File: config.mk
export PLATFORM = sky130hd
export DESIGN_NAME = issue_select
export DESIGN_NICKNAME = d
export VERILOG_FILES = /design/src/rtl/issue_select_pkg.sv /design/src/rtl/issue_select_rr_arbiter.sv /design/src/rtl/issue_select.sv
export SDC_FILE = /design/constraint.sdc
export NUM_CORES = 1
export LEC_CHECK = 0
export CELL_PAD_IN_SITES_DETAIL_PLACEMENT = 0
export CELL_PAD_IN_SITES_GLOBAL_PLACEMENT = 1
export CORE_ASPECT_RATIO = 1.5
export CORE_MARGIN = 1.5
export CORE_UTILIZATION = 40
export DETAILED_ROUTE_END_ITERATION = 8
export GPL_ROUTABILITY_DRIVEN = 0
export GPL_TIMING_DRIVEN = 0
export MAX_ROUTING_LAYER = met4
export PLACE_DENSITY_LB_ADDON = 0.1
export SLEW_MARGIN = 20
export SYNTH_ARGS = -nofsm -noshare
export SYNTH_HDL_FRONTEND = slang
export SYNTH_SLANG_ARGS = --single-unit
File: constraint.sdc
create_clock -name clk -period 2.7 [get_ports clk]
set_input_delay 0.405 -clock clk [delete_from_list [all_inputs] [get_ports clk]]
set_output_delay 0.405 -clock clk [all_outputs]
set_load 0.02 [all_outputs]
File: src/rtl/issue_select_pkg.sv
// issue_select_pkg: shared core parameters for the issue/complete stage.
//   RS_ENTRIES  - reservation-station entries
//   NUM_FUS     - functional units (>= 2)
//   FU_W        - FU index width
//   FU_LATENCY  - execution latency of each FU in cycles (each >= 1)
//   LAT_W       - width of the per-FU latency counter
//   fu_state_t  - per-FU lifecycle: IDLE -> EXEC -> WAIT_RET -> IDLE
package issue_select_pkg;

    localparam int RS_ENTRIES = 4;
    localparam int NUM_FUS    = 2;
    localparam int FU_W       = $clog2(NUM_FUS);
    localparam int LAT_W      = 8;

    localparam int FU_LATENCY [NUM_FUS] = '{1, 3};

    typedef enum logic [1:0] {
        IDLE     = 2'd0,
        EXEC     = 2'd1,
        WAIT_RET = 2'd2
    } fu_state_t;

endpackage

File: src/rtl/issue_select_rr_arbiter.sv
// rr_arbiter: combinational round-robin picker.
//   req       - request vector
//   ptr       - highest-priority index this cycle
//   gnt_idx   - first requester at or after ptr (wrapping)
//   gnt_valid - any request present
module rr_arbiter
#(
    parameter int N = 4
) (
    input  logic [N-1:0]         req,
    input  logic [$clog2(N)-1:0] ptr,
    output logic [$clog2(N)-1:0] gnt_idx,
    output logic                 gnt_valid
);
    import issue_select_pkg::*;

    localparam int W = $clog2(N);

    // Scan from farthest to nearest so the last hit (nearest to ptr) wins.
    always_comb begin
        gnt_idx   = '0;
        gnt_valid = 1'b0;
        for (int i = N - 1; i >= 0; i--) begin
            if (req[(int'(ptr) + i) % N]) begin
                gnt_idx   = W'((int'(ptr) + i) % N);
                gnt_valid = 1'b1;
            end
        end
    end

endmodule

File: src/rtl/issue_select.sv
// issue_select: picks one ready RS entry per cycle for an idle FU, models the
// FU latency, broadcasts completion and serialises retires one per cycle.
//   clk, rst_n    - clock, async active-low reset
//   reqs          - per-entry ready-to-issue requests
//   entry_fu      - target FU of entry e at [e*FU_W +: FU_W]
//   grant/_valid  - registered grant (one cycle per grant)
//   ready_mask    - bit e*NUM_FUS+f pulses when entry e finishes on FU f
//   retire_entry/_valid - registered retire, one per cycle
//   fu_busy       - FU is not IDLE
module issue_select
#(
    parameter int RS_ENTRIES = issue_select_pkg::RS_ENTRIES,
    parameter int NUM_FUS    = issue_select_pkg::NUM_FUS,
    parameter int FU_W       = $clog2(NUM_FUS)
) (
    input  logic                          clk,
    input  logic                          rst_n,
    input  logic [RS_ENTRIES-1:0]         reqs,
    input  logic [RS_ENTRIES*FU_W-1:0]    entry_fu,
    output logic [$clog2(RS_ENTRIES)-1:0] grant,
    output logic                          grant_valid,
    output logic [RS_ENTRIES*NUM_FUS-1:0] ready_mask,
    output logic [$clog2(RS_ENTRIES)-1:0] retire_entry,
    output logic                          retire_valid,
    output logic [NUM_FUS-1:0]            fu_busy
);
    import issue_select_pkg::*;

    localparam int EW = $clog2(RS_ENTRIES);
    localparam int PW = $clog2(NUM_FUS);
    localparam int CW = PW + 1;

    fu_state_t             fu_state [NUM_FUS];
    logic [EW-1:0]         fu_entry [NUM_FUS];
    logic [NUM_FUS-1:0]    fu_grant, fu_done, fu_pop;

    logic [RS_ENTRIES-1:0] elig;
    logic [EW-1:0]         rr_ptr, sel_idx;
    logic                  sel_valid;
    logic [FU_W-1:0]       sel_fu;

    // Retire FIFO: one slot per FU is enough since an FU holds its slot
    // until retired.
    logic [EW-1:0]         q_entry   [NUM_FUS];
    logic [PW-1:0]         q_fu      [NUM_FUS];
    logic [PW-1:0]         push_slot [NUM_FUS];
    logic [PW-1:0]         wr_ptr, rd_ptr;
    logic [CW-1:0]         q_cnt, n_push;
    logic                  pop;

    logic [RS_ENTRIES*NUM_FUS-1:0] rm_next;

    // An entry qualifies only if its FU index names a real, idle FU; the
    // grant currently on the wire is masked because wakeup drops that
    // request one cycle late.
    always_comb begin
        elig = '0;
        for (int e = 0; e < RS_ENTRIES; e++) begin
            if (reqs[e] && !(grant_valid && int'(grant) == e)) begin
                for (int f = 0; f < NUM_FUS; f++) begin
                    if (int'(entry_fu[e*FU_W +: FU_W]) == f && fu_state[f] == IDLE)
                        elig[e] = 1'b1;
                end
            end
        end
    end

    rr_arbiter #(.N(RS_ENTRIES)) u_arb (
        .req       (elig),
        .ptr       (rr_ptr),
        .gnt_idx   (sel_idx),
        .gnt_valid (sel_valid)
    );

    assign sel_fu = entry_fu[int'(sel_idx)*FU_W +: FU_W];
    assign pop    = (q_cnt != '0);

    always_comb begin
        for (int f = 0; f < NUM_FUS; f++) begin
            fu_grant[f] = sel_valid && (int'(sel_fu) == f);
            fu_pop[f]   = pop && (int'(q_fu[rd_ptr]) == f);
        end
    end

    // Same-cycle completions land in consecutive slots, lowest FU first.
    always_comb begin
        int k;
        k = 0;
        for (int f = 0; f < NUM_FUS; f++) begin
            push_slot[f] = PW'((int'(wr_ptr) + k) % NUM_FUS);
            if (fu_done[f]) k++;
        end
        n_push = CW'(k);
    end

    always_comb begin
        rm_next = '0;
        for (int f = 0; f < NUM_FUS; f++)
            if (fu_done[f]) rm_next[int'(fu_entry[f])*NUM_FUS + f] = 1'b1;
    end

    for (genvar f = 0; f < NUM_FUS; f++) begin : g_fu
        fu_state_t        st;
        logic [LAT_W-1:0] cnt;
        logic [EW-1:0]    ent;

        always_ff @(posedge clk or negedge rst_n) begin
            if (!rst_n) begin
                st  <= IDLE;
                cnt <= '0;
                ent <= '0;
            end else begin
                case (st)
                    IDLE: if (fu_grant[f]) begin
                        st  <= EXEC;
                        cnt <= LAT_W'(FU_LATENCY[f]);
                        ent <= sel_idx;
                    end
                    EXEC: begin
                        if (cnt == LAT_W'(1)) st <= WAIT_RET;
                        else                  cnt <= cnt - LAT_W'(1);
                    end
                    WAIT_RET: if (fu_pop[f]) st <= IDLE;
                    default: st <= IDLE;
                endcase
            end
        end

        assign fu_state[f] = st;
        assign fu_entry[f] = ent;
        assign fu_done[f]  = (st == EXEC) && (cnt == LAT_W'(1));
        assign fu_busy[f]  = (st != IDLE);
    end

    always_ff @(posedge clk or negedge rst_n) begin
        if (!rst_n) begin
            grant       <= '0;
            grant_valid <= 1'b0;
            rr_ptr      <= '0;
            ready_mask  <= '0;
        end else begin
            grant_valid <= sel_valid;
            ready_mask  <= rm_next;
            if (sel_valid) begin
                grant  <= sel_idx;
                rr_ptr <= (int'(sel_idx) == RS_ENTRIES - 1) ? '0 : sel_idx + EW'(1);
            end
        end
    end

    // Items pushed this edge become poppable on the next one.
    always_ff @(posedge clk or negedge rst_n) begin
        if (!rst_n) begin
            wr_ptr       <= '0;
            rd_ptr       <= '0;
            q_cnt        <= '0;
            retire_valid <= 1'b0;
            retire_entry <= '0;
            for (int i = 0; i < NUM_FUS; i++) begin
                q_entry[i] <= '0;
                q_fu[i]    <= '0;
            end
        end else begin
            for (int f = 0; f < NUM_FUS; f++) begin
                if (fu_done[f]) begin
                    q_entry[push_slot[f]] <= fu_entry[f];
                    q_fu[push_slot[f]]    <= PW'(f);
                end
            end
            wr_ptr       <= PW'((int'(wr_ptr) + int'(n_push)) % NUM_FUS);
            q_cnt        <= q_cnt + n_push - CW'(pop);
            retire_valid <= pop;
            if (pop) begin
                retire_entry <= q_entry[rd_ptr];
                rd_ptr       <= (int'(rd_ptr) == NUM_FUS - 1) ? '0 : rd_ptr + PW'(1);
            end
        end
    end

endmodule

==> impl_metrics.py, run 1 <==
metrics = {
    "outcome": {
        "status": "completed",
    },
    "global_route": {
        "grt_pass1_wl_mm": 9.26,
        "grt_pass1_vias": 1966,
        "grt_overflow": 0,
        "grt_usage_pct": 18.7,
        "grt_antenna_before_repair": 0,
        "grt_max_degree": 51,
    },
    "critical_path": {
        "cpPeakStageDelay_ps": 580,
        "cp.required_ps": 2880,
        "slowest_stage": "clkdlybuf4s50_1",
        "start_kind": "primary input",
        "path_buf_inv": 2,
        "critical_path_class": "in -> reg",
        "cp_top_family": "compound AO/OA/AOI/OAI gates",
        "setup.worst_path.end_class": "register",
        "worstPathArrival_ps": 2780,
        "critical_path.cell_chain": "clkdlybuf4s50_1 -> nor3b_4 -> o211ai_1 -> mux2_4 -> o211a_1 -> buf_6 -> or3_4 -> o22ai_4 -> o22ai_1",
        "cp_max_fo": 10,
    },
    "sta": {
        "finalCritPeriodShare_pct": 96.6,
        "finalHoldViolations": 0,
        "min_period_ps": 2610,
        "rsz0062_at_grt": "no",
        "max_slew_margin_pct": 57.6,
        "final.setup_skew_ps": 11.5,
        "tightestPinTransition_ps": 636,
        "max_freq_ghz": 0.383,
        "setup_violations": 0,
        "drv_slew": 0,
    },
    "clock_tree": {
        "cts_tree": "done",
        "clk_latency_ps": 310,
        "clock_path_buffers": 2,
        "clk_pin_slew_ps": 100,
        "clkSinkCount": 50,
        "htree_num_levels": 2,
        "cts-root-buf": "clkbuf_8",
        "numCtsBuffers": 5,
    },
    "floorplanning": {
        "rows": 35,
        "ioPinCount": 26,
        "dieArea_um2": 6800,
        "start_util_pct": 41.1,
        "die_y_um": 100,
        "die_w_um": 67.8,
        "core_area_um2": 6130,
    },
    "layout": {
        "antenna_cells": 0,
        "drive_gt1_share_pct": 11.9,
        "final_nets": 301,
        "syn2layout_area_growth_pct": 22.9,
        "fin_util_pct": 50.6,
    },
    "synthesis": {
        "yosys-top-cells-count": "dfrtp_1 (50), nor2_1 (34), inv_1 (19), nand2_1 (19)",
        "synth_fa_ha_area_share_pct": 3.47,
        "synth_compound_area_share_pct": 12.8,
        "synth_top_family_by_area": "simple AND/OR/NAND/NOR gates",
        "synth-main-ff-cell": "dfrtp_1",
        "synthTopCellsByArea": "dfrtp_1 (50%), nor2_1 (5.1%), ha_1 (3.5%), xnor2_1 (3.5%), inv_1 (2.8%)",
        "synth_xor_area_share_pct": 6.25,
        "syn_area_um2": 2520,
        "avgSynthCellArea_um2": 10.1,
        "synthSimpleGateAreaFrac_pct": 19.7,
        "synth_nets": 267,
        "synth_area_leader_cell": "dfrtp_1",
        "ys_types": 54,
        "async_reset_ff_share_pct": 100,
        "synth-edff-count": 0,
        "syn_inst": 250,
        "yosysSeqAreaShare_pct": 49.6,
        "synthMuxAreaShare_pct": 3.42,
        "synth_seq_cells": 50,
        "yosysTopAreaCellShare_pct": 49.6,
        "yosys_warnings": 0,
        "yosysMostFrequentCell": "dfrtp_1",
    },
    "power_and_ir_drop": {
        "fin_total_pwr_uw": 3770,
        "p_per_area_nw_per_um2": 1210,
        "ir_drop_v": 0.000470,
        "leakage_uw": 0.00138,
    },
    "routing": {
        "wl_per_cell_um": 15.3,
        "drc": 0,
        "totalWireLength_mm": 5.49,
        "drtAntennaViolNets": 0,
        "avgViaCountPerCell": 5.27,
        "drtIter0Drc": 99,
        "first_pass_iters": 4,
        "num_vias": 1891,
    },
    "placement": {
        "io_buffers": 25,
        "dp_hpwl_mm": 3.94,
    },
    "run": {
        "drv_cap": 0,
    },
    "hold_path": {
        "hp-class": "in -> async",
    },
}
## through the flow
stage | hold slack (ps) | setup slack [ps] | instances | instance area, um2 | setup TNS [ps]
2_1_floorplan | 109 | 142 | 250 | 2520 | 0
3_3_place_gp | 461 | -379 | 349 | 2870 | -21550
3_5_place_dp | 469 | -401 | 349 | 2860 | -6840
4_1_cts | 139 | 7.07 | 356 | 3000 | 0
5_1_grt | 150 | 4.23 | 359 | 3100 | 0
6_report | 108 | 91.5 | 359 | 3100 | 0
## cell families after synthesis
group                      count (synthesis)
muxes                                      8
AOI/OAI and AO/OA                         42
DFF                                       50
buffers and inverters                     27
and+or+nand+nor                           98
xor gates and xnor gates                  18
adders and majority gates                  7
## registers in the layout, summed over array words and instances (netlist names), 2 cells and up
name,count
g_fu.cnt,16
ready_mask,8
g_fu.ent,4
g_fu.st,4
q_entry,4
grant,2
q_cnt,2
q_fu,2
retire_entry,2
rr_ptr,2
## layout make-up
cell class                      count  area [um2]
Inverter                           20        77.6
Fill cell                         590        3030
Sequential cell                    50        1250
Clock inverter                      1        30.0
Multi-Input combinational cell    173        1240
Clock buffer                        7        76.3
Timing Repair Buffer               29         293
Buffer                              5        35.0
Tap cell                           74        92.6
## power breakdown
group	internal (uW)	switching, uW
Clock	278	249
Combinational	879	980
Sequential	1060	324
Total	2210	1550
## worst paths after layout
kind / to / cells past startpoint / startpoint / slack [ps]
worst max-delay path: g_fu[1].ent[1] / 9 / entry_fu[2] / 90
worst min-delay path: rd_ptr / 1 / rst_n / 110
worst max register to register: g_fu[1].ent[1] / 8 / g_fu[0].st[1] / 190
worst min register to register: retire_entry[0] / 2 / retire_entry[0] / 480
max in group asynchronous: grant_valid / 1 / rst_n / 2160
min in group clk: retire_entry[0] / 2 / retire_entry[0] / 480
## metal layers
| metal | up-vias | GRT usage [%] | routed length (um) |
|---|---|---|---|
| li1 | 929 | - | - |
| met1 | 919 | 20.9 | 2310 |
| met2 | 31 | 31.8 | 2870 |
| met3 | 12 | 3.25 | 124 |
| met4 | 0 | 8.77 | 183 |
| met5 | - | - | 0 |
## timing repair
item	4_1_cts	5_1_grt
hold buffers	0	0
endpoints found under the setup margin	12	21
pin swaps	0	4
buffers inserted	0	4
gates resized for setup	8	10
## cell usage in the layout (no fill, tap or decap), types with 4 or more instances in the layout
master           netlist  final
buf_4                  0      4
and3_1                 4      4
clkdlybuf4s50_1        0     23
mux2i_1                6      4
a21oi_1                4      4
clkbuf_8               0      5
o21ai_0                8      8
nand3_1                7      7
dfrtp_1               50     50
xnor2_1               10     10
nand2_1               19     18
inv_1                 19     18
ha_1                   7      7
nor3_1                10     10
nor2_1                34     34
xor2_1                 8      8
clkbuf_1               4      4
Power figures use the tool's default switching activity.
==> run 2: changes to the inputs <==
CAP_MARGIN = 15   (was default)
==> results of run 2 <==
Same layout as run 1: the final DEF is identical, and so are final timing and power.
